$ cat src/rtl/raster_pkg.sv
// Constants and angle arithmetic shared by the sequencer and the geometry ROM generators.
package raster_pkg;

  localparam int ANGLE_W   = 9;
  localparam int ANGLE_MAX = 360;

  typedef logic [ANGLE_W-1:0] angle_t;

  typedef enum logic {
    DIR_UP   = 1'b0,
    DIR_DOWN = 1'b1
  } dir_e;

  // One advance step; with bounce set the angle clamps to 0 or ANGLE_MAX-1 instead of wrapping.
  function automatic angle_t angle_step(input angle_t a, input logic down,
                                        input logic [9:0] step, input logic bounce);
    logic [9:0] s;
    s = {1'b0, a};
    if (!down) begin
      s = s + step;
      if (s >= 10'(ANGLE_MAX)) begin
        s = bounce ? 10'(ANGLE_MAX - 1) : s - 10'(ANGLE_MAX);
      end
    end else if (s < step) begin
      s = bounce ? 10'd0 : s + 10'(ANGLE_MAX) - step;
    end else begin
      s = s - step;
    end
    return s[ANGLE_W-1:0];
  endfunction

  // True when the next step in the given direction would leave 0..ANGLE_MAX-1.
  function automatic logic angle_at_limit(input angle_t a, input logic down,
                                          input logic [9:0] step);
    logic [9:0] s;
    s = {1'b0, a};
    if (down) begin
      return s < step;
    end
    return (s + step) >= 10'(ANGLE_MAX);
  endfunction

endpackage

$ cat src/rtl/btn_debounce.sv
// Push-button conditioner: 2-flop synchroniser, stability counter, one-cycle press pulse on a
// debounced rising level.
module btn_debounce #(
  parameter int DEBOUNCE_CYCLES = 250000
) (
  input  logic clk_pix,
  input  logic resetn,
  input  logic btn,
  output logic press
);

  localparam int CNT_W = (DEBOUNCE_CYCLES > 1) ? $clog2(DEBOUNCE_CYCLES) : 1;
  localparam logic [CNT_W-1:0] CNT_LAST = CNT_W'(DEBOUNCE_CYCLES - 1);

  logic             sync0_q, sync0_d;
  logic             sync1_q, sync1_d;
  logic             prev_q, prev_d;
  logic [CNT_W-1:0] cnt_q, cnt_d;
  logic             level_q, level_d;
  logic             press_q, press_d;

  always_comb begin
    sync0_d = btn;
    sync1_d = sync0_q;
    prev_d  = sync1_q;
    cnt_d   = cnt_q;
    level_d = level_q;
    // The counter saturates once stable, so the level simply keeps tracking the settled input.
    if (sync1_q != prev_q) begin
      cnt_d = '0;
    end else if (cnt_q == CNT_LAST) begin
      level_d = sync1_q;
    end else begin
      cnt_d = cnt_q + 1'b1;
    end
    press_d = level_d & ~level_q;
  end

  always_ff @(posedge clk_pix or negedge resetn) begin
    if (!resetn) begin
      sync0_q <= 1'b0;
      sync1_q <= 1'b0;
      prev_q  <= 1'b0;
      cnt_q   <= '0;
      level_q <= 1'b0;
      press_q <= 1'b0;
    end else begin
      sync0_q <= sync0_d;
      sync1_q <= sync1_d;
      prev_q  <= prev_d;
      cnt_q   <= cnt_d;
      level_q <= level_d;
      press_q <= press_d;
    end
  end

  assign press = press_q;

endmodule

$ cat src/rtl/angle_sequencer.sv
// Frame-synchronous rotation angle sequencer with pause/direction buttons.
// Define ANGLE_BOUNCE_EN to make the angle ping-pong between 0 and 359 instead of wrapping.
module angle_sequencer
  import raster_pkg::*;
#(
  parameter int STEP            = 1,
  parameter int FRAME_DIV       = 1,
  parameter int VSYNC_ACT_LOW   = 1,
  parameter int DEBOUNCE_CYCLES = 250000
) (
  input  logic               clk_pix,
  input  logic               resetn,
  input  logic               vsync,
  input  logic               btn_pause,
  input  logic               btn_dir,
  output logic [ANGLE_W-1:0] angle,
  output logic               frame_tick,
  output logic               paused,
  output logic               dir
);

  localparam logic [9:0] STEP_V    = 10'(STEP);
  localparam logic [7:0] FCNT_LAST = 8'(FRAME_DIV - 1);
`ifdef ANGLE_BOUNCE_EN
  localparam logic BOUNCE = 1'b1;
`else
  localparam logic BOUNCE = 1'b0;
`endif

  logic [1:0] btn_raw;
  logic [1:0] press;

  assign btn_raw = {btn_dir, btn_pause};

  generate
    for (genvar gi = 0; gi < 2; gi++) begin : g_btn
      btn_debounce #(
        .DEBOUNCE_CYCLES(DEBOUNCE_CYCLES)
      ) u_debounce (
        .clk_pix(clk_pix),
        .resetn (resetn),
        .btn    (btn_raw[gi]),
        .press  (press[gi])
      );
    end
  endgenerate

  logic   vact_q, vact_d;
  logic   frame_tick_q, frame_tick_d;
  logic [7:0] fcnt_q, fcnt_d;
  angle_t angle_q, angle_d;
  logic   paused_q, paused_d;
  logic   dir_q, dir_d;

  logic   vact;
  logic   tick;
  logic   advance;
  logic   going_down;

  always_comb begin
    vact         = (VSYNC_ACT_LOW != 0) ? ~vsync : vsync;
    tick         = vact & ~vact_q;
    advance      = tick & ~paused_q & (fcnt_q == FCNT_LAST);
    going_down   = (dir_q == DIR_DOWN);

    vact_d       = vact;
    frame_tick_d = tick;
    fcnt_d       = fcnt_q;
    angle_d      = angle_q;
    paused_d     = paused_q ^ press[0];
    dir_d        = dir_q ^ press[1];

    if (tick && !paused_q) begin
      fcnt_d = (fcnt_q == FCNT_LAST) ? 8'd0 : fcnt_q + 8'd1;
    end
    // The advance sees dir_q/paused_q, i.e. the values before any same-cycle button toggle.
    if (advance) begin
      angle_d = angle_step(angle_q, going_down, STEP_V, BOUNCE);
    end
`ifdef ANGLE_BOUNCE_EN
    if (advance && angle_at_limit(angle_q, going_down, STEP_V)) begin
      dir_d = ~dir_q;
    end
`endif
  end

  always_ff @(posedge clk_pix or negedge resetn) begin
    if (!resetn) begin
      vact_q       <= 1'b0;
      frame_tick_q <= 1'b0;
      fcnt_q       <= '0;
      angle_q      <= '0;
      paused_q     <= 1'b0;
      dir_q        <= 1'b0;
    end else begin
      vact_q       <= vact_d;
      frame_tick_q <= frame_tick_d;
      fcnt_q       <= fcnt_d;
      angle_q      <= angle_d;
      paused_q     <= paused_d;
      dir_q        <= dir_d;
    end
  end

  assign angle      = angle_q;
  assign frame_tick = frame_tick_q;
  assign paused     = paused_q;
  assign dir        = dir_q;

endmodule
$ cat config.mk
export PLATFORM = sky130hd
export DESIGN_NAME = angle_sequencer
export DESIGN_NICKNAME = d
export VERILOG_FILES = /design/src/rtl/raster_pkg.sv /design/src/rtl/btn_debounce.sv /design/src/rtl/angle_sequencer.sv
export SDC_FILE = /design/constraint.sdc
export NUM_CORES = 1
export LEC_CHECK = 0
export CAP_MARGIN = 20
export CORE_UTILIZATION = 25
export DETAILED_ROUTE_END_ITERATION = 16
export PLACE_DENSITY = 0.41
export SYNTH_ARGS = -nofsm -noshare
export SYNTH_HDL_FRONTEND = slang
export SYNTH_SLANG_ARGS = --single-unit
$ cat constraint.sdc
create_clock -name clk_pix -period 3.77 [get_ports clk_pix]
set_input_delay 0.377 -clock clk_pix [delete_from_list [all_inputs] [get_ports clk_pix]]
set_output_delay 0.377 -clock clk_pix [all_outputs]
set_load 0.005 [all_outputs]
==> results of run 1 <==
final timing paths:
kind	startpoint	to	slack [ns]
setup / recovery	angle[0]	angle[7]	1.28
hold / removal	g_btn[1].u_debounce.sync0_q	g_btn[1].u_debounce.prev_d	0.36
setup reg to reg	angle[0]	angle[7]	1.28
hold reg to reg	g_btn[1].u_debounce.sync0_q	g_btn[1].u_debounce.prev_d	0.36
max in group asynchronous	resetn	g_btn[1].u_debounce.cnt_q[2]	2.66
min in group asynchronous	resetn	angle[8]	0.38
worst register-to-register path, delay by kind of cell (launching register included):
kind / cells / cell delay, ns
AND/OR/NAND/NOR: 2 / 0.64
AO/OA/AOI/OAI: 3 / 0.69
adder cells (fa/ha/maj): 1 / 0.34
XOR/XNOR: 1 / 0.20
flip-flops: 1 / 0.51
layout make-up:
| type | count | area (sq um) |
|---|---|---|
| clock buffer | 11 | 243 |
| clock inverter | 5 | 61.3 |
| fill | 1492 | 9720 |
| inverter | 10 | 37.5 |
| multi-input combinational | 285 | 1810 |
| sequential | 67 | 1680 |
| tap | 180 | 225 |
| timing repair buffer | 22 | 215 |
timing repair:
item / CTS / global route
hold buffers: 0 / 1
hold endpoints to repair: 0 / 2
resized for setup: 0 / 0
cell families (layout without fill, tap and decap cells):
group	Yosys count	after routing	share of synthesized area
adders and majority gates	7	7	0.0242
AOI/OAI and AO/OA	47	47	0.0811
and+or+nand+nor	177	177	0.261
muxes	8	8	0.0229
DFF	67	67	0.464
buffers and inverters	25	48	0.0350
xor gates and xnor gates	46	46	0.112
sequential cells by signal (all words and copies together) (netlist names), 2 cells and up:
name,flops
g_btn.u_debounce.level_q,2
angle,9
g_btn.u_debounce.cnt_q,36
g_btn.u_debounce.prev_q,2
g_btn.u_debounce.press,2
g_btn.u_debounce.prev_d,2
fcnt_q,8
g_btn.u_debounce.sync0_q,2
per-layer routing:
metal / global-route usage / vias up
li1: - / 1357
met1: 0.147 / 1297
met2: 0.171 / 33
met3: 0.0262 / 16
met4: 0.0572 / 0
met5: 0 / -
cell usage in the layout, fill, tap and decap left out, types with 3 or more instances in the layout:
cell / synthesis / layout
dfrtp_1: 67 / 67
nor2_1: 51 / 51
xor2_1: 29 / 29
nand3_1: 27 / 27
nand2_1: 25 / 25
a21oi_1: 20 / 20
xnor2_1: 17 / 17
clkdlybuf4s50_1: 0 / 15
and3_1: 11 / 11
inv_1: 10 / 10
nand4_1: 10 / 10
nor3_1: 9 / 9
o21ai_0: 9 / 9
clkbuf_16: 0 / 9
ha_1: 7 / 7
mux2i_1: 6 / 6
nand2b_1: 5 / 5
and4_1: 5 / 5
nor2b_1: 5 / 5
or3_1: 5 / 5
and2_1: 4 / 4
buf_4: 3 / 4
nor4_1: 3 / 3
nor4b_1: 3 / 3
or4_1: 3 / 3
a31oi_1: 3 / 3
stage by stage:
step,util,hold WS (ns),cells
floorplan,-,0.0814,377
global placement,0.281,0.339,562
detailed placement,0.281,0.343,562
CTS,0.303,0.246,578
global route,0.305,0.366,580
finish,0.305,0.357,580
where the power goes:
part | internal [W] | switching [W]
combinational | 0.000312 | 0.000313
sequential | 0.000798 | 0.000168
clock | 0.000533 | 0.000320
==> impl_metrics.tcl, run 1 <==
set metrics [dict create \
    cpMaxStageDelayCell "dfrtp_1" \
    finClkSkew_ns 0.00812 \
    routed_wl_mm 7.41 \
    run_status "complete, no violations" \
    htree_num_levels 3 \
    drive_gt1_frac 0.0725 \
    ir_drop_uv 162 \
    grt_max_degree 41 \
    wire_per_inst_um 12.8 \
    wl_met3_um 209 \
    clock-sinks 67 \
    critPathBufInv 0 \
    crit_cells 7 \
    fmax_ghz 0.401 \
    cts-root-buf "clkbuf_16" \
    gp_congestion 0.748 \
    p_leak_nw 1.78 \
    num_rows 43 \
    synth_seq_area_share 0.464 \
    met2_length_mm 3.30 \
    cts_buffers 9 \
    insertion_delay_ns 0.33 \
    layout.nets 407 \
    path_cells "ha_1 > xor2_1 > a2bb2oi_2 > o2111ai_1 > a31o_1 > or4_1 > and3_1" \
    drc_errors 0 \
    worstSetupEndpointType "flip-flop" \
    finalPower_w 0.00244 \
    hpwlAfterDp_mm 5.07 \
    setup_viol 0 \
    cp-start-kind "flip-flop" \
    syn_avg_cell_area_sq_um 9.58 \
    max-slew-margin-rel 0.436 \
    die_h_um 122 \
    m1WireLength_mm 3.72 \
    final_area_sq_mm 0.00427 \
    yosysWarnings 0 \
    yosysMostFrequentCell "dfrtp_1" \
    initial_core_util 0.258 \
    hold_depth 0 \
    ys_ff_latch 67 \
    vias_per_cell 4.66 \
    overflow 0 \
    cp.arrival_ns 2.71 \
    hold_class "flip-flop to flip-flop" \
    antenna_found_initial 0 \
    cts_post_setup_buffers_inserted 0 \
    antenna_cells 0 \
    synthFlopType "dfrtp_1" \
    required_ns 3.99 \
    track_usage 0.112 \
    placed_cell_area_sq_mm 0.00393 \
    worstMarginPinSlew_ns 0.840 \
    dp_worst_setup_slack_ns 0.939 \
    slowest_delay_ns 0.51 \
    clockBufferDepth 2 \
    min_period_ns 2.49 \
    crit_type "flip-flop to flip-flop" \
    clk_pin_slew_worst_paths_ns 0.06 \
    hold_viol 0 \
    syn_to_final_growth_pct 18.2 \
    drt-pass1-iter-count 4 \
    ys_types 51 \
    yosysTopAreaCell "dfrtp_1" \
    grt_pass1_wl_mm 13.1 \
    path_delay_family "compound AO/OA/AOI/OAI gates" \
    yosysTopAreaCellShare 0.464 \
    timing.final.ws_setup_ns 1.28 \
    powerDensity_mw_per_mm2 573 \
    synthesis.nets 389 \
    synth_area_sq_mm 0.00361 \
    synth_cells 377 \
    cts_tree "done" \
    r2r_cells 7 \
    vias 2703 \
    final_max_slew_viol_count 0 \
    top_layer "met4" \
    maxCapViolations 0 \
    synthArstFlopShare 1.00 \
    die_w_um 122 \
    io_buffers 16 \
    rsz0062_at_grt "false" \
    grt_pass1_vias 2699 \
    synthTopCellsByCount "dfrtp_1 (67), nor2_1 (51), xor2_1 (29), nand3_1 (27), nand2_1 (25)" \
    drt-initial-drc-count 132 \
    ant_nets 0 \
    fin_tns_setup_ns 0 \
    core-area_sq_mm 0.0140 \
    ys_top_cells_by_area "dfrtp_1 (46%), xor2_1 (7.0%), nor2_1 (5.3%)" \
    crit_path_max_fanout 10 \
    io-pin-count 17 \
    dieArea_sq_mm 0.0149 \
    min_period_over_period 0.661 \
    synth_edf_count 0 \
]
(Power assumes the default switching activity.)
==> run 2, diff against run 1 <==
==> constraint.sdc (replaced) <==
create_clock -name clk_pix -period 2.5 [get_ports clk_pix]
set_input_delay 0.25 -clock clk_pix [delete_from_list [all_inputs] [get_ports clk_pix]]
set_output_delay 0.25 -clock clk_pix [all_outputs]
set_load 0.005 [all_outputs]
==> run 2 against run 1 <==
Compared with the run above: sequential share of layout area down 0.31 points; first-iteration DRC count rose by 20%; via count is 0.22% higher.
==> impl_metrics.tcl, run 2 (synthesized netlist as in run 1, its figures left out) <==
set metrics [dict create \
    antenna_cells 0 \
    seq_power_share 0.380 \
    finClkSkew_ns 0.00532 \
    drive_gt1_frac 0.0864 \
    p_int_w 0.00250 \
    die_w_um 122 \
    powerDensity_mw_per_mm2 857 \
    slowest_delay_ns 0.48 \
    cts_buffers 9 \
    grt_max_degree 68 \
    layout.nets 414 \
    wl_met3_um 258 \
    num_rows 43 \
    fillCellCount 1476 \
    multiInputGateArea_sq_mm 0.00181 \
    max-slew-margin-rel 0.642 \
    grt_pass1_wl_mm 13.7 \
    cp-start-kind "flip-flop" \
    ant_nets 0 \
    ff_latch_area_sq_mm 0.00168 \
    dieArea_sq_mm 0.0149 \
    largest_register_ff_count 36 \
    clockBufferDepth 2 \
    rsz0062_at_grt "false" \
    reg2reg_slack_ns 0.24 \
    core-area_sq_mm 0.0140 \
    min_period_ns 2.26 \
    fmax_ghz 0.443 \
    grt_pass1_vias 2754 \
    min_period_over_period 0.903 \
    io-pin-count 17 \
    r2r_start "angle[0]" \
    largest-register "g_btn.u_debounce.cnt_q" \
    power_frac_comb 0.290 \
    clk_pin_slew_worst_paths_ns 0.05 \
    wire_per_inst_um 12.9 \
    path_cells "ha_2 > xor2_1 > a2bb2oi_2 > o2111ai_1 > a31o_1 > or4_1 > and3_1" \
    hold_path_end "g_btn[1].u_debounce.prev_d" \
    drt-initial-drc-count 159 \
    top_layer "met4" \
    worstSetupEndpointType "flip-flop" \
    p_leak_nw 1.81 \
    r2r_cells 7 \
    htree_num_levels 3 \
    r2r-end "angle[7]" \
    clock-sinks 67 \
    cts-root-buf "clkbuf_16" \
    crit_path_max_fanout 6 \
    initial_core_util 0.258 \
    setup_viol 0 \
    placed_cell_area_sq_mm 0.00401 \
    insertion_delay_ns 0.33 \
    routed_wl_mm 7.56 \
    vias_per_cell 4.63 \
    final_max_slew_viol_count 0 \
    m1WireLength_mm 3.76 \
    die_h_um 122 \
    hpwlAfterDp_mm 5.20 \
    final_util 0.308 \
    met2_length_mm 3.44 \
    track_usage 0.118 \
    final_cell_mix "dfrtp_1 (67), nor2_1 (51), xor2_1 (29), nand3_1 (27), nand2_1 (25)" \
    hold_depth 0 \
    timing.final.ws_setup_ns 0.243 \
    finalPower_w 0.00369 \
    required_ns 2.72 \
    fin_tns_setup_ns 0 \
    io_buffers 16 \
    final_area_sq_mm 0.00430 \
    hold_class "flip-flop to flip-flop" \
    cts_tree "done" \
    cp.arrival_ns 2.48 \
    dp_worst_setup_slack_ns 0.176 \
    switching_share 0.322 \
    overflow 0 \
    power.net_switching_w 0.00119 \
    crit_type "flip-flop to flip-flop" \
    worstMarginPinSlew_ns 0.533 \
    final_common_cell "dfrtp_1" \
    min_from "g_btn[1].u_debounce.sync0_q" \
    drc_errors 0 \
    cpMaxStageDelayCell "or4_1" \
    clockPowerShare 0.331 \
    drt-pass1-iter-count 4 \
    gp_congestion 0.789 \
    vias 2709 \
    maxCapViolations 0 \
    antenna_found_initial 0 \
    hold_viol 0 \
    syn_to_final_growth_pct 19.1 \
    ir_drop_uv 265 \
    run_status "complete, no violations" \
]
## run 2: changes by cell type in the layout (fill, tap and decap cells not counted), sizes merged
cell    before  now
buf          6   13
clkinv       3    2
inv         11   10
## run 2: layout make-up
cell class / count / area share
Sequential cell: 67 / 0.390
Tap cell: 180 / 0.0524
Multi-Input combinational cell: 285 / 0.421
Clock buffer: 11 / 0.0564
Inverter: 10 / 0.00873
Timing Repair Buffer: 29 / 0.0622
Clock inverter: 3 / 0.00931
## run 2: layer usage
layer,global-route usage,vias up
li1,-,1368
met1,0.157,1297
met2,0.178,35
met3,0.0328,9
met4,0.0526,0
met5,0,-
## run 2: critical path, delay by kind of cell (launching register included)
| family | cells | cell delay [ns] |
|---|---|---|
| DFF | 1 | 0.35 |
| AOI/OAI and AO/OA | 3 | 0.72 |
| adders and majority gates | 1 | 0.25 |
| and+or+nand+nor | 2 | 0.65 |
| xor gates and xnor gates | 1 | 0.19 |
## run 2: worst max path at each step
stage / from / endpoint / slack, ns / cells after the start
final: angle[0] / angle[7] / 0.24 / 7
after CTS: angle[0] / angle[7] / 0.17 / 7
after global routing: angle[0] / angle[7] / 0.02 / 7
after detailed placement: angle[0] / angle[7] / 0.18 / 7
after floorplan: angle[0] / angle[7] / 0.36 / 7
after global placement: angle[0] / angle[7] / 0.20 / 7
## run 2: what timing repair did
| action | in CTS | in global routing |
|---|---|---|
| hold buffers | 1 | 0 |
| endpoints found under the hold margin | 67 | 0 |
| setup endpoints to repair | 0 | 1 |
| setup buffers | 0 | 0 |
| gates resized for setup | 0 | 1 |
## run 2: through the flow
| step | hold slack (ns) | instances |
|---|---|---|
| detailed placement | 0.303 | 570 |
| floorplan | -0.0456 | 377 |
| global placement | 0.306 | 570 |
| finish | 0.355 | 585 |
| global route | 0.342 | 585 |
| CTS | 0.341 | 585 |
## run 2: power groups by stage
stage	Sequential, W	Combinational [W]	Clock [W]
global route	0.00143	0.00122	0.00132
finish	0.00140	0.00107	0.00122
detailed placement	0.00142	0.00108	0
global placement	0.00142	0.00107	0
CTS	0.00140	0.00108	0.00128
floorplan	0.00131	0.000817	0
==> run 3, diff against run 2 <==
--- a/config.mk
+++ b/config.mk
@@ -8,6 +8,7 @@
 export CAP_MARGIN = 20
 export CORE_UTILIZATION = 25
 export DETAILED_ROUTE_END_ITERATION = 16
+export GPL_TIMING_DRIVEN = 0
 export PLACE_DENSITY = 0.41
 export SYNTH_ARGS = -nofsm -noshare
 export SYNTH_HDL_FRONTEND = slang
==> constraint.sdc (replaced) <==
create_clock -name clk_pix -period 2.7 [get_ports clk_pix]
set_input_delay 0.27 -clock clk_pix [delete_from_list [all_inputs] [get_ports clk_pix]]
set_output_delay 0.27 -clock clk_pix [all_outputs]
set_load 0.005 [all_outputs]
==> run 3 against run 2 <==
Compared with the run above: wire length rose by 4.6%; combinational power rose by 5%; register-to-register slack improved by 0.06 ns; die area did not move; worst setup slack improved by 0.057 ns; largest cell class unchanged; largest power group unchanged.
==> impl_metrics.tcl, run 3 (synthesized netlist as in run 1, its figures left out) <==
set metrics [dict create \
    num_rows 43 \
    maxCapViolations 0 \
    rsz0062_at_grt "false" \
    track_usage 0.119 \
    run_status "complete, no violations" \
    fillCellCount 1474 \
    cts_buffers 9 \
    cts_resized 0 \
    cp.arrival_ns 2.62 \
    drive_gt1_frac 0.0876 \
    wire_per_inst_um 13.4 \
    drt-initial-drc-count 174 \
    core-area_sq_mm 0.0140 \
    die_w_um 122 \
    grt_max_degree 53 \
    crit_path_max_fanout 6 \
    final_max_slew_viol_count 0 \
    holdBufCountCts 1 \
    io-pin-count 17 \
    final_util 0.309 \
    min_period_ns 2.40 \
    clock-sinks 67 \
    worstSetupEndpointType "flip-flop" \
    fin_tns_setup_ns 0 \
    clk_pin_slew_worst_paths_ns 0.06 \
    vias_per_cell 4.66 \
    ir_drop_uv 310 \
    layout.nets 418 \
    final_common_cell "dfrtp_1" \
    initial_core_util 0.258 \
    syn_to_final_growth_pct 19.7 \
    overflow 0 \
    routed_wl_mm 7.91 \
    grt_pass1_vias 2681 \
    htree_num_levels 3 \
    final_cell_mix "dfrtp_1 (67), nor2_1 (51), xor2_1 (29), nand3_1 (27), nand2_1 (25)" \
    dp.cells 574 \
    finalPower_w 0.00347 \
    die_h_um 122 \
    io_buffers 16 \
    crit_type "flip-flop to flip-flop" \
    instances_no_fill 591 \
    drc_errors 0 \
    setup_viol 0 \
    reg2reg_slack_ns 0.30 \
    vias 2753 \
    finClkSkew_ns 0.0105 \
    p_leak_nw 1.81 \
    grt_pass1_wl_mm 13.5 \
    fmax_ghz 0.417 \
    max-slew-margin-rel 0.448 \
    insertion_delay_ns 0.34 \
    largest-register "g_btn.u_debounce.cnt_q" \
    ant_nets 0 \
    powerDensity_mw_per_mm2 803 \
    cts-root-buf "clkbuf_16" \
    largest_register_ff_count 36 \
    hold_class "input pin to asynchronous set/reset pin" \
    clockBufferDepth 2 \
    dieArea_sq_mm 0.0149 \
    drt-pass1-iter-count 4 \
    hold_viol 0 \
    worstMarginPinSlew_ns 0.820 \
    min_period_over_period 0.889 \
    required_ns 2.92 \
    cts_tree "done" \
    cts_post_setup_buffers_inserted 0 \
    antenna_cells 0 \
    gp_congestion 0.803 \
    antenna_found_initial 0 \
    hpwlAfterDp_mm 5.46 \
    cp-start-kind "flip-flop" \
]
[run 3: layer usage]
layer | global-route usage | vias up | share of wire
met1 | 0.161 | 1306 | 0.50
li1 | - | 1385 | -
met4 | 0.0640 | 0 | 0.019
met5 | 0 | - | 0
met2 | 0.173 | 50 | 0.44
met3 | 0.0286 | 12 | 0.035
[run 3: final timing paths]
| check | startpoint | endpoint | cells after the start |
|---|---|---|---|
| setup / recovery | angle[0] | angle[7] | 7 |
| max in group asynchronous | resetn | g_btn[0].u_debounce.press | 3 |
| hold reg to reg | g_btn[0].u_debounce.sync0_q | g_btn[0].u_debounce.prev_d | 0 |
| hold / removal | resetn | angle[6] | 2 |
| min in group clk_pix | g_btn[0].u_debounce.sync0_q | g_btn[0].u_debounce.prev_d | 0 |
| setup reg to reg | angle[0] | angle[7] | 7 |
[run 3: layout make-up]
| class | instances | area (sq um) | area share |
|---|---|---|---|
| Multi-Input combinational cell | 285 | 1810 | 0.419 |
| Sequential cell | 67 | 1680 | 0.388 |
| Clock buffer | 11 | 253 | 0.0585 |
| Tap cell | 180 | 225 | 0.0521 |
| Timing Repair Buffer | 18 | 195 | 0.0452 |
| Buffer | 15 | 88.8 | 0.0205 |
| Clock inverter | 5 | 37.5 | 0.00868 |
| Inverter | 10 | 37.5 | 0.00868 |
[run 3: worst max-delay path, cell delays in order, from the launching register on]
cell and delay, ns:
dfrtp_1 0.37, ha_1 0.32, xor2_1 0.20, a2bb2oi_2 0.26, o2111ai_1 0.15, a31o_1 0.30
or4_1 0.48, and3_1 0.19
[run 3: power breakdown]
group,switching (W),internal [W]
Sequential,0.0000930,0.00112
Clock,0.000471,0.000673
Combinational,0.000617,0.000498
Total,0.00118,0.00229
[run 3: stage by stage]
| step | instance area (sq um) | setup slack, ns | hold WS, ns |
|---|---|---|---|
| 2_1_floorplan | 3610 | 0.561 | -0.0256 |
| 3_3_place_gp | 4000 | -1.19 | 0.354 |
| 3_5_place_dp | 4020 | 0.146 | 0.159 |
| 4_1_cts | 4320 | 0.284 | 0.347 |
| 5_1_grt | 4320 | 0.149 | 0.366 |
| 6_report | 4320 | 0.301 | 0.344 |
